**config.mk**
```make
export PLATFORM = sky130hd
export DESIGN_NAME = midi_spi_master
export DESIGN_NICKNAME = d
export VERILOG_FILES = /design/src/rtl/midi_spi_master.sv
export SDC_FILE = /design/constraint.sdc
export NUM_CORES = 1
export LEC_CHECK = 0
export BUFFER_PORTS_ARGS = -buffer_cell sky130_fd_sc_hd__buf_2
export CORE_MARGIN = 2
export CORE_UTILIZATION = 52
export CTS_CLUSTER_SIZE = 30
export DETAILED_ROUTE_END_ITERATION = 6
export GPL_TIMING_DRIVEN = 0
export PLACE_DENSITY = 0.75
export SYNTH_ARGS = -nofsm -noshare
export SYNTH_HDL_FRONTEND = slang
export SYNTH_SLANG_ARGS = --single-unit
```
**constraint.sdc**
```tcl
create_clock -name clk -period 2.3 [get_ports clk]
set_input_delay 0.46 -clock clk [delete_from_list [all_inputs] [get_ports clk]]
set_output_delay 0.46 -clock clk [all_outputs]
set_load 0.03 [all_outputs]
```
**src/rtl/midi_spi_master.sv**
```systemverilog
// MIDI note-on/off message to SPI (mode 0) master. One nss frame per byte, MSB first.
// Optional running status: define MIDI_RUNNING_STATUS_EN to skip a repeated status byte.
module midi_spi_master #(
  parameter int CLK_DIV    = 4,  // sclk half-period in clk cycles, 2..255
  parameter int GAP_CYCLES = 8   // nss-high cycles after every byte, >= 1
) (
  input  logic       clk,
  input  logic       reset,
  input  logic       msg_valid,
  output logic       msg_ready,
  input  logic [7:0] msg_status,
  input  logic [7:0] msg_note,
  input  logic [7:0] msg_velocity,
  output logic       msg_reject,
  output logic       spi_sclk,
  output logic       spi_mosi,
  output logic       spi_nss,
  input  logic       spi_miso,
  output logic       busy
);

  typedef enum logic [2:0] {IDLE, SETUP, SHIFT_LO, SHIFT_HI, GAP, DONE} state_t;

  state_t      state, state_nxt;
  logic [7:0]  div_cnt;
  logic [15:0] gap_cnt;
  logic [2:0]  bit_cnt;
  logic [1:0]  byte_idx, first_idx;
  logic [7:0]  status_q, note_q, vel_q, sh, echo;
  logic [7:0]  prev_byte, next_byte;
  logic        echo_err, ready_en;
  logic        status_ok, offer, accept, div_done, gap_done, last_byte, run_hit;

`ifdef MIDI_RUNNING_STATUS_EN
  logic [7:0] last_status;  // 0 means none; 0 is never a legal status
  assign run_hit = (last_status == msg_status);
`else
  assign run_hit = 1'b0;
`endif

  assign status_ok = (msg_status == 8'h90) || (msg_status == 8'h80);
  assign offer     = msg_valid & msg_ready;
  assign accept    = offer & status_ok;
  assign div_done  = (div_cnt == 8'd0);
  assign gap_done  = (gap_cnt == 16'd0);
  assign last_byte = (byte_idx == 2'd2);
  assign prev_byte = (byte_idx == 2'd2) ? note_q : status_q;
  assign next_byte = (byte_idx == 2'd0) ? note_q : vel_q;

  // ready_en keeps msg_ready low until the first edge after reset releases
  assign msg_ready = (state == IDLE) & ready_en;
  assign busy      = (state != IDLE);
  assign spi_nss   = !((state == SETUP) || (state == SHIFT_HI) || (state == SHIFT_LO));
  assign spi_sclk  = (state == SHIFT_HI);
  assign spi_mosi  = !spi_nss & sh[7];

  always_ff @(posedge clk or posedge reset) begin
    if (reset) state <= IDLE;
    else       state <= state_nxt;
  end

  always_comb begin
    state_nxt = state;
    case (state)
      IDLE:     if (accept) state_nxt = SETUP;
      SETUP:    if (div_done) state_nxt = SHIFT_HI;
      SHIFT_HI: if (div_done) state_nxt = SHIFT_LO;
      SHIFT_LO: if (div_done) state_nxt = (bit_cnt == 3'd7) ? GAP : SHIFT_HI;
      GAP:      if (gap_done) state_nxt = last_byte ? DONE : SETUP;
      DONE:     state_nxt = IDLE;
      default:  state_nxt = IDLE;
    endcase
  end

  always_ff @(posedge clk or posedge reset) begin
    if (reset) begin
      ready_en   <= 1'b0;
      msg_reject <= 1'b0;
      div_cnt    <= 8'd0;
      gap_cnt    <= 16'd0;
      bit_cnt    <= 3'd0;
      byte_idx   <= 2'd0;
      first_idx  <= 2'd0;
      status_q   <= 8'd0;
      note_q     <= 8'd0;
      vel_q      <= 8'd0;
      sh         <= 8'd0;
      echo       <= 8'd0;
      echo_err   <= 1'b0;
`ifdef MIDI_RUNNING_STATUS_EN
      last_status <= 8'd0;
`endif
    end else begin
      ready_en   <= 1'b1;
      msg_reject <= offer & !status_ok;
      // every phase change is a state change, so the divider reloads there
      if (state != state_nxt)  div_cnt <= 8'(CLK_DIV - 1);
      else if (!div_done)      div_cnt <= div_cnt - 8'd1;
      // miso is sampled on the edge that raises sclk
      if (state_nxt == SHIFT_HI && state != SHIFT_HI) echo <= {echo[6:0], spi_miso};
      case (state)
        IDLE: begin
          if (accept) begin
            status_q  <= msg_status;
            note_q    <= msg_note;
            vel_q     <= msg_velocity;
            byte_idx  <= run_hit ? 2'd1 : 2'd0;
            first_idx <= run_hit ? 2'd1 : 2'd0;
            sh        <= run_hit ? msg_note : msg_status;
            bit_cnt   <= 3'd0;
            echo_err  <= 1'b0;
          end
`ifdef MIDI_RUNNING_STATUS_EN
          if (accept)                  last_status <= msg_status;
          else if (offer && !status_ok) last_status <= 8'd0;
`endif
        end
        SHIFT_HI: if (div_done) sh <= {sh[6:0], 1'b0};
        SHIFT_LO: if (div_done) begin
          if (bit_cnt != 3'd7) bit_cnt <= bit_cnt + 3'd1;
          else begin
            gap_cnt <= 16'(GAP_CYCLES - 1);
            // echo of this byte should match the previous byte; informational only
            echo_err <= echo_err | ((byte_idx != first_idx) && (echo != prev_byte));
          end
        end
        GAP: begin
          if (!gap_done) gap_cnt <= gap_cnt - 16'd1;
          else if (!last_byte) begin
            byte_idx <= byte_idx + 2'd1;
            sh       <= next_byte;
            bit_cnt  <= 3'd0;
          end
        end
        default: ;
      endcase
    end
  end

endmodule

```
---- Word level (Yosys, flattened, before mapping) ----
Cells that the tools add are included.
cells by class
  add/sub/neg operators ................... 4
  eq/ne operators ......................... 19
  muxes and demuxes ....................... 30
  bitwise logic cells ..................... 5
  reductions and logical operators ........ 19
operator list
  operator               count
  $mux 8                 7
  $mux 16                3
  $mux 3                 12
  $pmux 16 s2            1
  $pmux 8 s3             1
  $eq 8x8->1 const B     2
  $logic_not 16->1       1
  $sub 16x1->16 const B  1
  $pmux 3 s5             1
  $ne 2x2->1 const B     6
  $pmux 3 s3             1
  $reduce_bool 3->1      3
  $logic_not 8->1        1
  $reduce_and 4->1       2
  $sub 8x1->8 const B    1
  $eq 3x2->1 const B     2
  $eq 3x3->1 const B     2
  $mux 2                 3
  $ne 2x1->1 const B     3
  $reduce_and 6->1       1
  $and 1x1->1            5
  $reduce_and 5->1       1
  $pmux 2 s2             1
  $reduce_bool 2->1      2
  11 further kinds       14
word-level totals
  register bits after elaboration ......... 58
  bits of input ports ..................... 28
  output and inout bits ................... 6
  word-level logic and storage cells ...... 87

---- Longest topological paths before layout ----
Gate-level depths: netlist (run 1).
  depth after elaboration ................. 8
  depth in mapped cells ................... 8
  gate-level depth less buffers ........... 7

---- Worst setup path before layout (run 1) ----
No wires, ideal clock.
  path type ............................... flip-flop to flip-flop
  start point ............................. register div_cnt[3]
  end point ............................... register div_cnt[2]
  library setup time ...................... 135 ps
  arrival time ............................ 2100 ps
  required time ........................... 2165 ps
  path slack .............................. 64 ps
  stages on the path, launching flop included .. 7
  path buffers ............................ 1
  clock period less this slack ............ 2236 ps
  cells stage by stage .................... dfrtp_1 or4_1 buf_2 or4b_4 o41a_1 nand3b_4 a21oi_1
on the way
  cells in the longest elaborated chain, start to end .. 5
  elaborated cells on any way between the ends .. 8
  those cells by class .................... eq/ne: 2; mux: 5; reduce/logical: 1
ends and longest elaborated chain
  element                                                       RTL line    text
  start: declaration                                            25          logic [7:0] div_cnt;
  start signal: assignment                                      97          if (state != state_nxt) div_cnt <= 8'(CLK_DIV - 1);
  start signal: assignment                                      98          else if (!div_done) div_cnt <= div_cnt - 8'd1;
  $logic_not 8->1 (*)                                           44          assign div_done = (div_cnt == 8'd0);
  $mux 3 (on tied branches)                                     68, 66, 67
  $pmux 3 s5                                                    64          case (state)
  $ne 3x3->1                                                    97
  $ne 2x1->1 (no source line) / $mux 8 (equally long branches)  --
Mark *: on every way between the ends. The rest lies on a longest branch, timed or not.
A chain may end at the register's enable or synchronous reset.

---- Final worst setup path (run 1) ----
  start point ............................. register div_cnt[6]
  end point ............................... register div_cnt[5]
The elaborated chain is that of the path after synthesis.

==> flow_metrics.env, run 1 <==
export IMPL_post_drt_wl_per_cell_um=14.74
export IMPL_reg2reg_depth=5
export IMPL_r2r_end="div_cnt[5]"
export IMPL_clock_skew_final_ps=7.494
export IMPL_register_to_register_path_setup_slack_ps=80
export IMPL_die_height_um=79.91
export IMPL_grt_setup_unrepaired="yes"
export IMPL_postSynthNetCount=316
export IMPL_synth_top_cells_by_area="sky130_fd_sc_hd__dfrtp_1 (48%), sky130_fd_sc_hd__mux2_2 (9.0%), sky130_fd_sc_hd__nor2_1 (4.3%), sky130_fd_sc_hd__mux2i_1 (3.3%), sky130_fd_sc_hd__xor2_1 (3.2%)"
export IMPL_post_route_min_period_ps=2223
export IMPL_first_global_vias=2204
export IMPL_drc_errors=0
export IMPL_timing_final_crit_share_pct=96.63
export IMPL_post_route_cells_drive_above_1_share_pct=31.94
export IMPL_grt_first_pass_wirelength_um=9804
export IMPL_cts_htree_levels=3
export IMPL_critPathCaptureType="flip-flop"
export IMPL_commonest_cells_after_routing_fill_and_taps_aside="sky130_fd_sc_hd__dfrtp_1 (58), sky130_fd_sc_hd__buf_2 (35), sky130_fd_sc_hd__nor2_1 (34), sky130_fd_sc_hd__mux2_2 (24), sky130_fd_sc_hd__nand2_1 (13)"
export IMPL_grt_max_degree=36
export IMPL_share_of_yosys_cell_area_claimed_by_the_top_area_cell_type_pct=48.43
export IMPL_routed_via_density=5.590
export IMPL_utilization_pct=65.15
export IMPL_cp_arrival_ps=2440
export IMPL_track_usage_pct=19.96
export IMPL_synth_cell_area_um2=2997
export IMPL_number_of_antenna_violations_at_the_first_check_in_global_routing=0
export IMPL_clock_tree_buffer_depth=2
export IMPL_maxClockFrequency_ghz=0.4499
export IMPL_clk_insertion_delay_late_ps=340
export IMPL_worstHoldPathType="input pin to async pin"
export IMPL_criticalPathCategory="flip-flop to flip-flop"
export IMPL_route_final_wire_length_um=5999
export IMPL_io_pin_count=34
export IMPL_cap_viol_max_count=0
export IMPL_cts_clk_slew_worst_paths_ps=70
export IMPL_synth_warning_count=0
export IMPL_tritoncts="built"
export IMPL_antenna_violating_nets_post_route=0
export IMPL_critPathLaunch="div_cnt[6]"
export IMPL_cts_sinks=58
export IMPL_ys_flop_type="sky130_fd_sc_hd__dfrtp_1"
export IMPL_detailedRoute_firstPassIterationCount=4
export IMPL_vias=2275
export IMPL_leakagePower_nw=1.750
export IMPL_critPathLaunchType="flip-flop"
export IMPL_area_delta_synth_final_pct=20.46
export IMPL_setup_violations_final=0
export IMPL_final_cell_count_no_fill=407
export IMPL_tightest_slew_ps=616.1
export IMPL_seq_area_frac_synth_pct=48.43
export IMPL_synth_largest_area_cell="sky130_fd_sc_hd__dfrtp_1"
export IMPL_detailedPlacementHpwl_um=4124
export IMPL_finalHoldViolations=0
export IMPL_status="finished clean"
export IMPL_die_w_um=79.91
export IMPL_layout_nets=364
export IMPL_timing_max_transition_violations_final=0
export IMPL_ir_worst_vdd_uv=379.0
export IMPL_cts_hold_buf=0
export IMPL_p_per_area_nw_per_um2=567.1
export IMPL_critPathRequiredTime_ps=2520
export IMPL_buffer_ports_inserted=32
export IMPL_placed_cells=387
export IMPL_die_area_um2=6386
export IMPL_netlist_instances=282
export IMPL_ys_ff_latch=58
export IMPL_asyncSetResetFlopFracSynth_pct=100.0
export IMPL_diodes=0
export IMPL_coreArea_um2=5540
export IMPL_cp_endpoint="div_cnt[5]"
export IMPL_crit_fanout=8
export IMPL_clk_root_buffer_cell="sky130_fd_sc_hd__clkbuf_8"
export IMPL_regToRegStartpoint="div_cnt[6]"
export IMPL_max_slew_margin_pct=58.38
export IMPL_postSynthAreaPerCell_um2=10.63
export IMPL_synthDistinctLibCells=50
export IMPL_global_route_overflow_total=0
export IMPL_gp_congestion=0.8067
export IMPL_core_rowCount=27
export IMPL_detail_route_iter0_violations=159
export IMPL_layout_commonest_cell="sky130_fd_sc_hd__dfrtp_1"
export IMPL_synth_edff_count=0
export IMPL_numCtsBuffers=9
export IMPL_initial_core_util_pct=54.09
Yosys cell counts (6+ instances only):
library cell                n
sky130_fd_sc_hd__nor3_1     8
sky130_fd_sc_hd__nor2_1    34
sky130_fd_sc_hd__dfrtp_1   58
sky130_fd_sc_hd__nand3_1    8
sky130_fd_sc_hd__nor4_1     7
sky130_fd_sc_hd__nand2_1   13
sky130_fd_sc_hd__clkbuf_1   6
sky130_fd_sc_hd__a221o_1    6
sky130_fd_sc_hd__mux2i_1   10
sky130_fd_sc_hd__a21oi_1    8
sky130_fd_sc_hd__mux2_2    24
sky130_fd_sc_hd__inv_1      9
sky130_fd_sc_hd__ha_1       6
sky130_fd_sc_hd__o21ai_0    7
sky130_fd_sc_hd__nand4_1    6
sky130_fd_sc_hd__xor2_1    11
cell type report:
| cell class | instances | area (um^2) |
|---|---|---|
| clock inverter | 5 | 52.55 |
| sequential | 58 | 1451 |
| timing repair buffer | 39 | 225.2 |
| fill | 446 | 1931 |
| multi-input combinational | 204 | 1565 |
| clock buffer | 11 | 151.4 |
| tap | 72 | 90.09 |
| inverter | 9 | 33.78 |
| buffer | 9 | 40.04 |
report_power, final:
group / total (W) / leakage, nW / internal, W / switching (W)
registers: 0.00102 / 0.783 / 0.00102 / 0.000000273
logic: 0.0000572 / 0.861 / 0.0000255 / 0.0000317
clock network: 0.000969 / 0.105 / 0.000553 / 0.000416
total: 0.00205 / 1.75 / 0.00160 / 0.000448
cell families after synthesis:
family,share of synthesized area [%]
AOI/OAI and AO/OA,8.560
xor gates and xnor gates,4.384
adders and majority gates,2.505
buffers and inverters,2.630
DFF,48.43
muxes,12.36
other,0.1251
and+or+nand+nor,21.00
worst max-delay path, stage by stage (launching register included):
cell and delay [ps]:
sky130_fd_sc_hd__dfrtp_1 380, sky130_fd_sc_hd__or4_4 600, sky130_fd_sc_hd__or4b_4 530, sky130_fd_sc_hd__o41a_1 380, sky130_fd_sc_hd__nand3b_4 150, sky130_fd_sc_hd__nor2_1 60
per-stage QoR:
| step | total power (W) | setup WS [ps] | cell area [um^2] | setup TNS [ps] | hold WS [ps] |
|---|---|---|---|---|---|
| after floorplan | 0.001064 | 64.39 | 2997 | 0 | 448.2 |
| after global placement | 0.001094 | -353.8 | 3247 | -24530 | 464.9 |
| after detailed placement | 0.001099 | -377.2 | 3267 | -7668 | 480.0 |
| after CTS | 0.002063 | -37.65 | 3551 | -220.7 | 160.1 |
| after global routing | 0.002104 | -28.54 | 3610 | -157.6 | 186.7 |
| final | 0.002047 | 77.48 | 3610 | 0 | 146.6 |
how the worst min path moves through the flow:
| stage | from | to | slack [ps] |
|---|---|---|---|
| CTS | reset | vel_q[3] | 160 |
| finish | reset | vel_q[3] | 150 |
| global placement | byte_idx[0] | byte_idx[0] | 460 |
| floorplan | byte_idx[0] | byte_idx[0] | 450 |
| detailed placement | gap_cnt[0] | gap_cnt[0] | 480 |
| global route | reset | vel_q[3] | 190 |
state kept, by name, summed over array words and instances, names as in the netlist:
name	count
ready_en	1
msg_reject	1
bit_cnt	3
sh	8
gap_cnt	16
state	3
byte_idx	2
div_cnt	8
vel_q	8
note_q	8
routing by layer:
layer	track usage [%]	part of all wire [%]	vias to the layer above
met4	10.00	1.5	0
met2	32.75	50	42
li1	-	-	1115
met1	24.89	45	1109
met5	0	0	-
met3	4.186	3.5	9
repair_timing:
action / 4_1_cts / 5_1_grt
resized for setup: 13 / 14
pin swaps: 10 / 5
endpoints found under the setup margin: 34 / 45
setup buffers: 3 / 3
Power figures use the tool's default switching activity.
==> inputs of run 2 (changes only) <==
--- a/config.mk
+++ b/config.mk
@@ -6,12 +6,14 @@
 export NUM_CORES = 1
 export LEC_CHECK = 0
 export BUFFER_PORTS_ARGS = -buffer_cell sky130_fd_sc_hd__buf_2
+export CELL_PAD_IN_SITES_DETAIL_PLACEMENT = 1
+export CELL_PAD_IN_SITES_GLOBAL_PLACEMENT = 1
 export CORE_MARGIN = 2
-export CORE_UTILIZATION = 52
+export CORE_UTILIZATION = 41
 export CTS_CLUSTER_SIZE = 30
 export DETAILED_ROUTE_END_ITERATION = 6
 export GPL_TIMING_DRIVEN = 0
-export PLACE_DENSITY = 0.75
+export PLACE_DENSITY_LB_ADDON = 0.1
 export SYNTH_ARGS = -nofsm -noshare
 export SYNTH_HDL_FRONTEND = slang
 export SYNTH_SLANG_ARGS = --single-unit
==> run 2 against run 1 <==
  * Clock skew increased by 1.7 ps
  * Cell area increased by 3.4%
  * Maximum frequency increased by 0.19%
  * Setup slack improved by 4.3 ps
  * Critical path type unchanged
  * First-iteration DRC count decreased by 59%
  * Sequential share of layout area decreased by 1.3 points
  * Die area increased by 25%
==> flow_metrics.env, run 2 (synthesis results as in run 1) <==
export IMPL_die_area_um2=8008
export IMPL_utilization_pct=52.03
export IMPL_leakagePower_nw=1.789
export IMPL_post_drt_wl_per_cell_um=16.43
export IMPL_finalHoldViolations=0
export IMPL_ir_worst_vdd_uv=311.5
export IMPL_critPathRequiredTime_ps=2520
export IMPL_max_ffs_per_register=16
export IMPL_clk_insertion_delay_late_ps=340
export IMPL_post_route_worst_setup_slack_ps=81.76
export IMPL_route_final_wire_length_um=7145
export IMPL_critPathLaunchType="flip-flop"
export IMPL_gp_congestion=0.7878
export IMPL_first_global_vias=2403
export IMPL_critPathCaptureType="flip-flop"
export IMPL_power_w=0.002131
export IMPL_max_slew_margin_pct=59.15
export IMPL_timing_final_crit_share_pct=96.45
export IMPL_coreArea_um2=7176
export IMPL_largest_register="gap_cnt"
export IMPL_critical_path_top_delay_family="simple AND/OR/NAND/NOR gates"
export IMPL_cts_hold_buf=0
export IMPL_cap_viol_max_count=0
export IMPL_timing_max_transition_violations_final=0
export IMPL_routed_via_density=5.349
export IMPL_layout_commonest_cell="sky130_fd_sc_hd__dfrtp_1"
export IMPL_detailedPlacementHpwl_um=4826
export IMPL_dp_slack_ps=-466.9
export IMPL_fin_setup_tns_ps=0
export IMPL_status="finished clean"
export IMPL_drc_errors=0
export IMPL_setup_violations_final=0
export IMPL_cts_sinks=58
export IMPL_cp_arrival_ps=2440
export IMPL_antenna_violating_nets_post_route=0
export IMPL_worstHoldPathType="input pin to async pin"
export IMPL_critPathSlowestCell="sky130_fd_sc_hd__nor4_4"
export IMPL_detailedRoute_firstPassIterationCount=4
export IMPL_max_stage_delay_ps=470
export IMPL_tightest_slew_ps=612.8
export IMPL_vias=2327
export IMPL_number_of_antenna_violations_at_the_first_check_in_global_routing=0
export IMPL_clk_root_buffer_cell="sky130_fd_sc_hd__clkbuf_8"
export IMPL_cp_num_buf_inv=0
export IMPL_layout_nets=365
export IMPL_crit_fanout=8
export IMPL_clock_tree_buffer_depth=2
export IMPL_hold_slack_ps=155.5
export IMPL_post_route_cells_drive_above_1_share_pct=33.04
export IMPL_post_route_min_period_ps=2218
export IMPL_diodes=0
export IMPL_commonest_cells_after_routing_fill_and_taps_aside="sky130_fd_sc_hd__dfrtp_1 (58), sky130_fd_sc_hd__buf_2 (35), sky130_fd_sc_hd__nor2_1 (34), sky130_fd_sc_hd__mux2_2 (24), sky130_fd_sc_hd__nand2_1 (13)"
export IMPL_maxClockFrequency_ghz=0.4508
export IMPL_buffer_ports_inserted=32
export IMPL_grt_max_degree=36
export IMPL_cts_htree_levels=3
export IMPL_area_delta_synth_final_pct=24.59
export IMPL_die_height_um=89.49
export IMPL_clock_skew_final_ps=9.211
export IMPL_initial_core_util_pct=41.76
export IMPL_die_w_um=89.49
export IMPL_cts_clk_slew_worst_paths_ps=70
export IMPL_track_usage_pct=19.72
export IMPL_io_pin_count=34
export IMPL_criticalPathCategory="flip-flop to flip-flop"
export IMPL_global_route_overflow_total=0
export IMPL_detail_route_iter0_violations=65
export IMPL_numCtsBuffers=9
export IMPL_tritoncts="built"
export IMPL_core_rowCount=31
export IMPL_path_cells="nor4_4 > nand3b_1 > o31ai_4 > o21ai_2 > mux2_2"
export IMPL_grt_first_pass_wirelength_um=11930
export IMPL_p_per_area_nw_per_um2=570.7
-- run 2: final timing paths --
kind | start | end | slack (ps) | cells past startpoint
max in group asynchronous | reset | gap_cnt[14] | 1560 | 3
setup / recovery | gap_cnt[10] | sh[0] | 80 | 5
hold reg to reg | byte_idx[0] | byte_idx[0] | 480 | 1
setup reg to reg | gap_cnt[10] | sh[0] | 80 | 5
min in group clk | msg_velocity[3] | vel_q[3] | 350 | 2
hold / removal | reset | vel_q[2] | 160 | 2
-- run 2: repair_timing --
item	CTS	global route
pin swaps	6	4
endpoints found under the setup margin	44	48
resized for setup	20	18
setup buffers	6	2
-- run 2: metal layers --
| metal | GRT usage, % | part of all wire [%] | vias up |
|---|---|---|---|
| met2 | 30.98 | 49 | 36 |
| met4 | 7.870 | 1.4 | 0 |
| li1 | - | - | 1117 |
| met5 | 0 | 0 | - |
| met3 | 4.524 | 3.5 | 9 |
| met1 | 26.37 | 46 | 1165 |
-- run 2: final cells by class --
cell class / count / area (um^2)
Buffer: 8 / 42.54
Clock buffer: 11 / 141.4
Clock inverter: 5 / 77.57
Fill cell: 805 / 3442
Inverter: 9 / 33.78
Multi-Input combinational cell: 204 / 1623
Sequential cell: 58 / 1451
Tap cell: 99 / 123.9
Timing Repair Buffer: 41 / 240.2
-- run 2: through the flow --
step,std cells,area (um^2)
finish,435,3734
global route,435,3734
CTS,435,3657
detailed placement,414,3301
global placement,413,3281
floorplan,282,2997
-- run 2: where the power goes --
group / internal, W / switching [W] / total (W)
registers: 0.00102 / 0.000000359 / 0.00102
logic: 0.0000255 / 0.0000325 / 0.0000580
clock network: 0.000636 / 0.000416 / 0.00105
-- run 2: worst register-to-register path: stages (launching register included) --
cell and delay, ps:
sky130_fd_sc_hd__dfrtp_1 460, sky130_fd_sc_hd__nor4_4 470, sky130_fd_sc_hd__nand3b_1 260, sky130_fd_sc_hd__o31ai_4 390
sky130_fd_sc_hd__o21ai_2 220, sky130_fd_sc_hd__mux2_2 310
